[src/rtl/sys_cont_fsm2.sv]
// Result-return controller: captures a register read (1 byte) or ALU result (2 bytes)
// and hands it to the UART transmitter byte by byte, with timeout and drop detection.
module sys_cont_fsm2 #(
    parameter int WIDTH   = 8,
    parameter int TIMEOUT = 16
) (
    input  logic               clck,
    input  logic               rst,
    input  logic               fsm2_start,
    input  logic [WIDTH-1:0]   RdData,
    input  logic               RD_data_valid,
    input  logic [2*WIDTH-1:0] ALU_OUT,
    input  logic               ALU_OUT_valid,
    input  logic               tx_busy,
    output logic [WIDTH-1:0]   TX_P_DATA,
    output logic               TX_D_VALID,
    output logic               fsm2_busy,
    output logic               timeout_err,
    output logic               drop_err
);

    localparam int CW = $clog2(TIMEOUT);
    localparam logic [CW-1:0] CNT_LAST = CW'(TIMEOUT - 1);

    localparam logic [2:0] IDLE      = 3'd0;
    localparam logic [2:0] WAIT_RES  = 3'd1;
    localparam logic [2:0] LOAD      = 3'd2;
    localparam logic [2:0] WAIT_ACC  = 3'd3;
    localparam logic [2:0] WAIT_DONE = 3'd4;

    logic [2:0]         state,      state_d;
    logic [2*WIDTH-1:0] result_buf, result_buf_d;
    logic               two_byte,   two_byte_d;
    logic               byte_idx,   byte_idx_d;
    logic [CW-1:0]      cnt,        cnt_d;
    logic [WIDTH-1:0]   tx_data_q,  tx_data_d;
    logic               busy_q;
    logic               tmo_q,      tmo_d;
    logic               drop_q,     drop_d;

    logic               any_valid;
    logic               both_valid;
    logic               capture;
    logic [2*WIDTH-1:0] cap_buf;
    logic [WIDTH-1:0]   cap_low;

    assign any_valid  = RD_data_valid | ALU_OUT_valid;
    assign both_valid = RD_data_valid & ALU_OUT_valid;

    // Read data has priority; a read only replaces the low half of the buffer.
    assign cap_buf = RD_data_valid ? {result_buf[2*WIDTH-1:WIDTH], RdData} : ALU_OUT;
    assign cap_low = RD_data_valid ? RdData : ALU_OUT[WIDTH-1:0];

    always_comb begin
        // NOTE: every signal written here gets a default first, so no path can leave
        // it unassigned and infer a latch.
        state_d      = state;
        result_buf_d = result_buf;
        two_byte_d   = two_byte;
        byte_idx_d   = byte_idx;
        cnt_d        = cnt;
        tx_data_d    = tx_data_q;
        tmo_d        = 1'b0;
        drop_d       = 1'b0;
        capture      = 1'b0;

        case (state)
            IDLE: begin
                if (fsm2_start) begin
                    if (any_valid) begin
                        capture = 1'b1;
                        state_d = LOAD;
                    end else begin
                        state_d = WAIT_RES;
                        cnt_d   = '0;
                    end
                end
            end

            WAIT_RES: begin
                if (any_valid) begin
                    capture = 1'b1;
                    state_d = LOAD;
                end else if (cnt == CNT_LAST) begin
                    state_d = IDLE;
                    tmo_d   = 1'b1;
                end else begin
                    cnt_d = cnt + 1'b1;
                end
            end

            LOAD: begin
                drop_d = any_valid;
                // No timeout here: a busy transmitter is still finishing a prior frame.
                if (!tx_busy) begin
                    state_d = WAIT_ACC;
                    cnt_d   = '0;
                end
            end

            WAIT_ACC: begin
                drop_d = any_valid;
                if (tx_busy) begin
                    state_d = WAIT_DONE;
                end else if (cnt == CNT_LAST) begin
                    state_d = IDLE;
                    tmo_d   = 1'b1;
                end else begin
                    cnt_d = cnt + 1'b1;
                end
            end

            WAIT_DONE: begin
                drop_d = any_valid;
                if (!tx_busy) begin
                    if (two_byte && !byte_idx) begin
                        byte_idx_d = 1'b1;
                        tx_data_d  = result_buf[2*WIDTH-1:WIDTH];
                        state_d    = LOAD;
                    end else begin
                        state_d = IDLE;
                    end
                end
            end

            default: state_d = IDLE;
        endcase

        if (capture) begin
            result_buf_d = cap_buf;
            two_byte_d   = !RD_data_valid;
            byte_idx_d   = 1'b0;
            tx_data_d    = cap_low;
            drop_d       = both_valid;
        end
    end

    always_ff @(posedge clck) begin
        // NOTE: state registers use non-blocking assignments so every flop samples the
        // pre-edge values, independent of statement order.
        if (rst) begin
            state       <= IDLE;
            result_buf  <= '0;
            two_byte    <= 1'b0;
            byte_idx    <= 1'b0;
            cnt         <= '0;
            tx_data_q   <= '0;
            busy_q      <= 1'b0;
            tmo_q       <= 1'b0;
            drop_q      <= 1'b0;
        end else begin
            state       <= state_d;
            result_buf  <= result_buf_d;
            two_byte    <= two_byte_d;
            byte_idx    <= byte_idx_d;
            cnt         <= cnt_d;
            tx_data_q   <= tx_data_d;
            busy_q      <= (state_d != IDLE);
            tmo_q       <= tmo_d;
            drop_q      <= drop_d;
        end
    end

    assign TX_P_DATA   = tx_data_q;
    assign TX_D_VALID  = (state == LOAD) && !tx_busy;
    assign fsm2_busy   = busy_q;
    assign timeout_err = tmo_q;
    assign drop_err    = drop_q;

endmodule

[config.mk]
export PLATFORM = sky130hd
export DESIGN_NAME = sys_cont_fsm2
export DESIGN_NICKNAME = d
export VERILOG_FILES = /design/src/rtl/sys_cont_fsm2.sv
export SDC_FILE = /design/constraint.sdc
export NUM_CORES = 1
export LEC_CHECK = 0
export BUFFER_PORTS_ARGS = -buffer_cell sky130_fd_sc_hd__buf_2
export CAP_MARGIN = 30
export CORE_MARGIN = 5
export CORE_UTILIZATION = 49
export CTS_CLUSTER_SIZE = 40
export DETAILED_ROUTE_END_ITERATION = 7
export GPL_TIMING_DRIVEN = 0
export PLACE_DENSITY = 0.79
export SLEW_MARGIN = 20
export SYNTH_ARGS = -nofsm -noshare
export SYNTH_HDL_FRONTEND = slang
export SYNTH_SLANG_ARGS = --single-unit
[constraint.sdc]
create_clock -name clck -period 1.7 [get_ports clck]
set_input_delay 0.255 -clock clck [delete_from_list [all_inputs] [get_ports clck]]
set_output_delay 0.255 -clock clck [all_outputs]
set_load 0.05 [all_outputs]
==> parameters.txt <==
Parameter                              Value

Timing
  Crit path time final ... about 1.6 ns
  Actual transition at the worst max-transition pin ... around 0.44 ns
  Fmax ... 618 MHz
  Portion of the clock cycle consumed by the worst path in the final layout ... 95.1%
  Setup repair after global routing missed its margin ... false
  Clk_skew ... between 0.007 and 0.008 ns
  Number of pins exceeding their max-slew limit in the final report ... 0
  Setup violators final ... 0
  Max-slew headroom at the worst pin ... a little over two thirds
  TNS Setup ... 0 ns
  Final Hold Fails ... 0

Logic synthesis
  FFs w/ async S/R, synth ... 0%
  Number of enable-type register cells in the synthesized netlist ... 0
  Gate count of the mapped netlist ... 147
  Synthesized area ... between 1000 and 1500 um2
  Fraction of the yosys area taken by sequential cells ... 42.2%
  Post-Synthesis Mean Instance Area ... 9.04 um2
  Syn Nets ... 178
  Count of warnings emitted by yosys ... 0
  Synth Flop Type ... sky130_fd_sc_hd__dfxtp_1
  Post-synthesis sequential element count ... 28
  Unique masters post-synth ... 40

Drt
  Total length of routed met3 wires ... 188 um
  Violation count after the first detailed-routing iteration ... 46
  Total vias in the final route ... 1268
  DRC violation count after routing ... 0
  DRT met1 WL ... 1440 um
  Final wirelength ... 3380 um
  Top sig layer ... met4
  Average via count per standard cell ... 5.74
  1st-pass router iterations ... 4
  ANT nets after route ... 0
  Routed wire per std cell ... 15.3 um
  Total length of routed met2 wires ... roughly 1700 um

Clock network
  Deepest clock path buffer count ... 2
  Clock tree from TritonCTS ... done
  Buffer cell driving the clock tree root ... sky130_fd_sc_hd__clkbuf_4
  Num Clock Sinks ... 28
  CTS Hold Buffers Added ... 0
  Clock Pin Slew Worst Setup and Hold Paths ... around 0.16 ns
  Later-pin clock latency in the skew report ... 0.34 ns
  Num CTS Buffers ... 3
  H-Tree Level Count ... 1

Setup path
  Crit. End Element ... flop
  Cell Chain, Critical Path ... ha_1, and3_4, o2bb2ai_2, or4b_1, a21oi_2
  Critical Path Max Stage Delay ... 0.50 ns
  Startpoint Class ... flop
  Critical path arrival ... 1.90 ns
  Worst path required time ... slightly below 2 ns
  Crit path kind ... reg2reg
  Slowest library cell on the worst path ... sky130_fd_sc_hd__or4b_1
  Highest net fanout along the worst path ... 6

Power and ir drop
  Power density over cell area ... 908 nW/um2
  IR Drop Worst-Case VDD ... 0.000664 V
  Leakage power ... 0.743 nW

Place
  Number of buffers inserted by port buffering ... 39
  Half-perimeter wire length after detailed placement ... 2490 um
  Routability cong. ... between 0.7 and 0.8
  Number of placed cells counting well taps ... ~220

GRT
  Global-route wire length before repair ... 5310 um
  Maximum number of pins on one net before global-route repair ... 17
  Vias in the first global route ... 1241
  Initial antenna violation count ... 0
  Global-route congestion overflow total ... 0
  Aggregate global-route resource usage ... around a fifth

Finish
  Count of placed standard cells in the final layout, fillers left out ... approximately 220
  Antenna diode instance count ... 0
  Count of fill cells added during filler insertion ... 205
  Fraction of layout cells with a size suffix above 1 ... roughly 34%
  Area growth from synthesis to layout ... 24.9%
  Post-layout net count ... 223

Run
  Max Cap Violations ... 0

Floorplanning
  Initial Utilization ... between 50% and 60%
  Std-Cell Rows ... 18
  Core region area ... 2540 um2
  Full die area ... 3850 um2
  # IOs ... 42
  DIE WIDTH ... slightly above 60 um
  Die height ... 62.1 um

Min path
  Worst Hold Class ... in2reg

Run status
  Outcome ... complete, no violations
[final timing paths]
| path | startpoint | endpoint | slack (ns) | depth (start not counted) |
|---|---|---|---|---|
| setup / recovery | cnt[0]$_SDFFE_PP0P_ | cnt[1]$_SDFFE_PP0P_ | 0.08 | 5 |
| hold / removal | ALU_OUT[8] | result_buf[8]$_SDFFE_PP0P_ | 0.13 | 3 |
| setup reg to reg | cnt[0]$_SDFFE_PP0P_ | cnt[1]$_SDFFE_PP0P_ | 0.08 | 5 |
| hold reg to reg | result_buf[14]$_SDFFE_PP0P_ | result_buf[14]$_SDFFE_PP0P_ | 0.49 | 2 |
[sequential cells by signal, summed over array words and instances (netlist names)]
| signal | count |
|---|---|
| TX_P_DATA | 8 |
| byte_idx | 1 |
| cnt | 4 |
| drop_err | 1 |
| fsm2_busy | 1 |
| result_buf | 8 |
| state | 3 |
| timeout_err | 1 |
| two_byte | 1 |
[layout make-up]
class                   count  area, um2  area share (%)
plain buffers              11       52.6            3.17
clock buffers               3       22.5            1.36
clock inverters             1       30.0            1.81
inverters                   3       11.3           0.679
multi-input cells         105        732            44.1
flip-flops and latches     28        568            34.2
well taps                  30       37.5            2.26
repair buffers             40        205            12.4
[metrics by stage]
stage | hold WS (ns) | utilization [%] | setup slack, ns | power (mW) | instance area (um2)
global placement | 0.448 | 61.6 | 0.0419 | 1.05 | 1570
CTS | 0.119 | 63.9 | 0.0327 | 1.50 | 1630
floorplan | 0.380 | - | 0.136 | 0.963 | 1330
global route | 0.110 | 65.2 | 0.00242 | 1.57 | 1660
finish | 0.127 | 65.2 | 0.0826 | 1.51 | 1660
detailed placement | 0.470 | 61.6 | 0.0217 | 1.06 | 1570
[routing by layer]
layer  vias to the layer above  global-route usage, %
met2                        32                   32.2
met1                       604                   21.1
met4                         0                   7.88
li1                        627                      -
met3                         5                   5.58
met5                         -                      0
[worst max-delay path, delay by kind of cell, from the launching register on]
family | cells | cell delay [ns]
AO/OA/AOI/OAI | 2 | 0.29
adder cells (fa/ha/maj) | 1 | 0.21
AND/OR/NAND/NOR | 2 | 0.70
flip-flops | 1 | 0.36
[repair_timing]
action,in CTS,in global routing
setup endpoints to repair,2,16
gates resized for setup,3,8
pin swaps,0,1
cloned,0,0
setup buffers,0,1
endpoints found under the hold margin,0,0
[kinds of logic after synthesis]
kind of cell / after synthesis / synth area share (%)
and+or+nand+nor: 43 / 17.9
adders and majority gates: 1 / 0.941
DFF: 28 / 42.2
muxes: 9 / 6.78
buffers and inverters: 14 / 4.80
AOI/OAI and AO/OA: 52 / 27.4
[cell usage in the layout, fill, tap and decap left out, drive strengths merged, types with 2 or more instances in the layout]
cell,n
a211oi,16
dfxtp,28
nand3,2
nor2,8
buf,45
nand2,9
o21ai,10
clkbuf,9
or2,2
a21oi,12
o21bai,2
and3,2
inv,3
nor3,2
nor2b,9
mux2i,9
nand2b,2
[synth_stat cells (all sizes together) (2+ instances only)]
master / count / share of area (%)
a211oi: 16 / 9.0
a21oi: 12 / 4.5
and3: 2 / 0.94
buf: 5 / 2.3
clkbuf: 6 / 1.7
dfxtp: 28 / 42
inv: 3 / 0.85
mux2i: 9 / 6.8
nand2: 9 / 2.5
nand2b: 2 / 0.94
nand3: 2 / 0.75
nor2: 8 / 2.3
nor2b: 9 / 4.2
nor3: 2 / 1.1
o21ai: 10 / 3.8
o21bai: 2 / 1.4
or2: 2 / 0.94
[power by group]
part           total, mW  switching, mW  internal (mW)
Sequential         0.718         0.0220          0.696
Combinational      0.342          0.228          0.115
Clock              0.447          0.208          0.239
Total               1.51          0.458           1.05
Note: power is estimated with default switching activity, not from simulation.
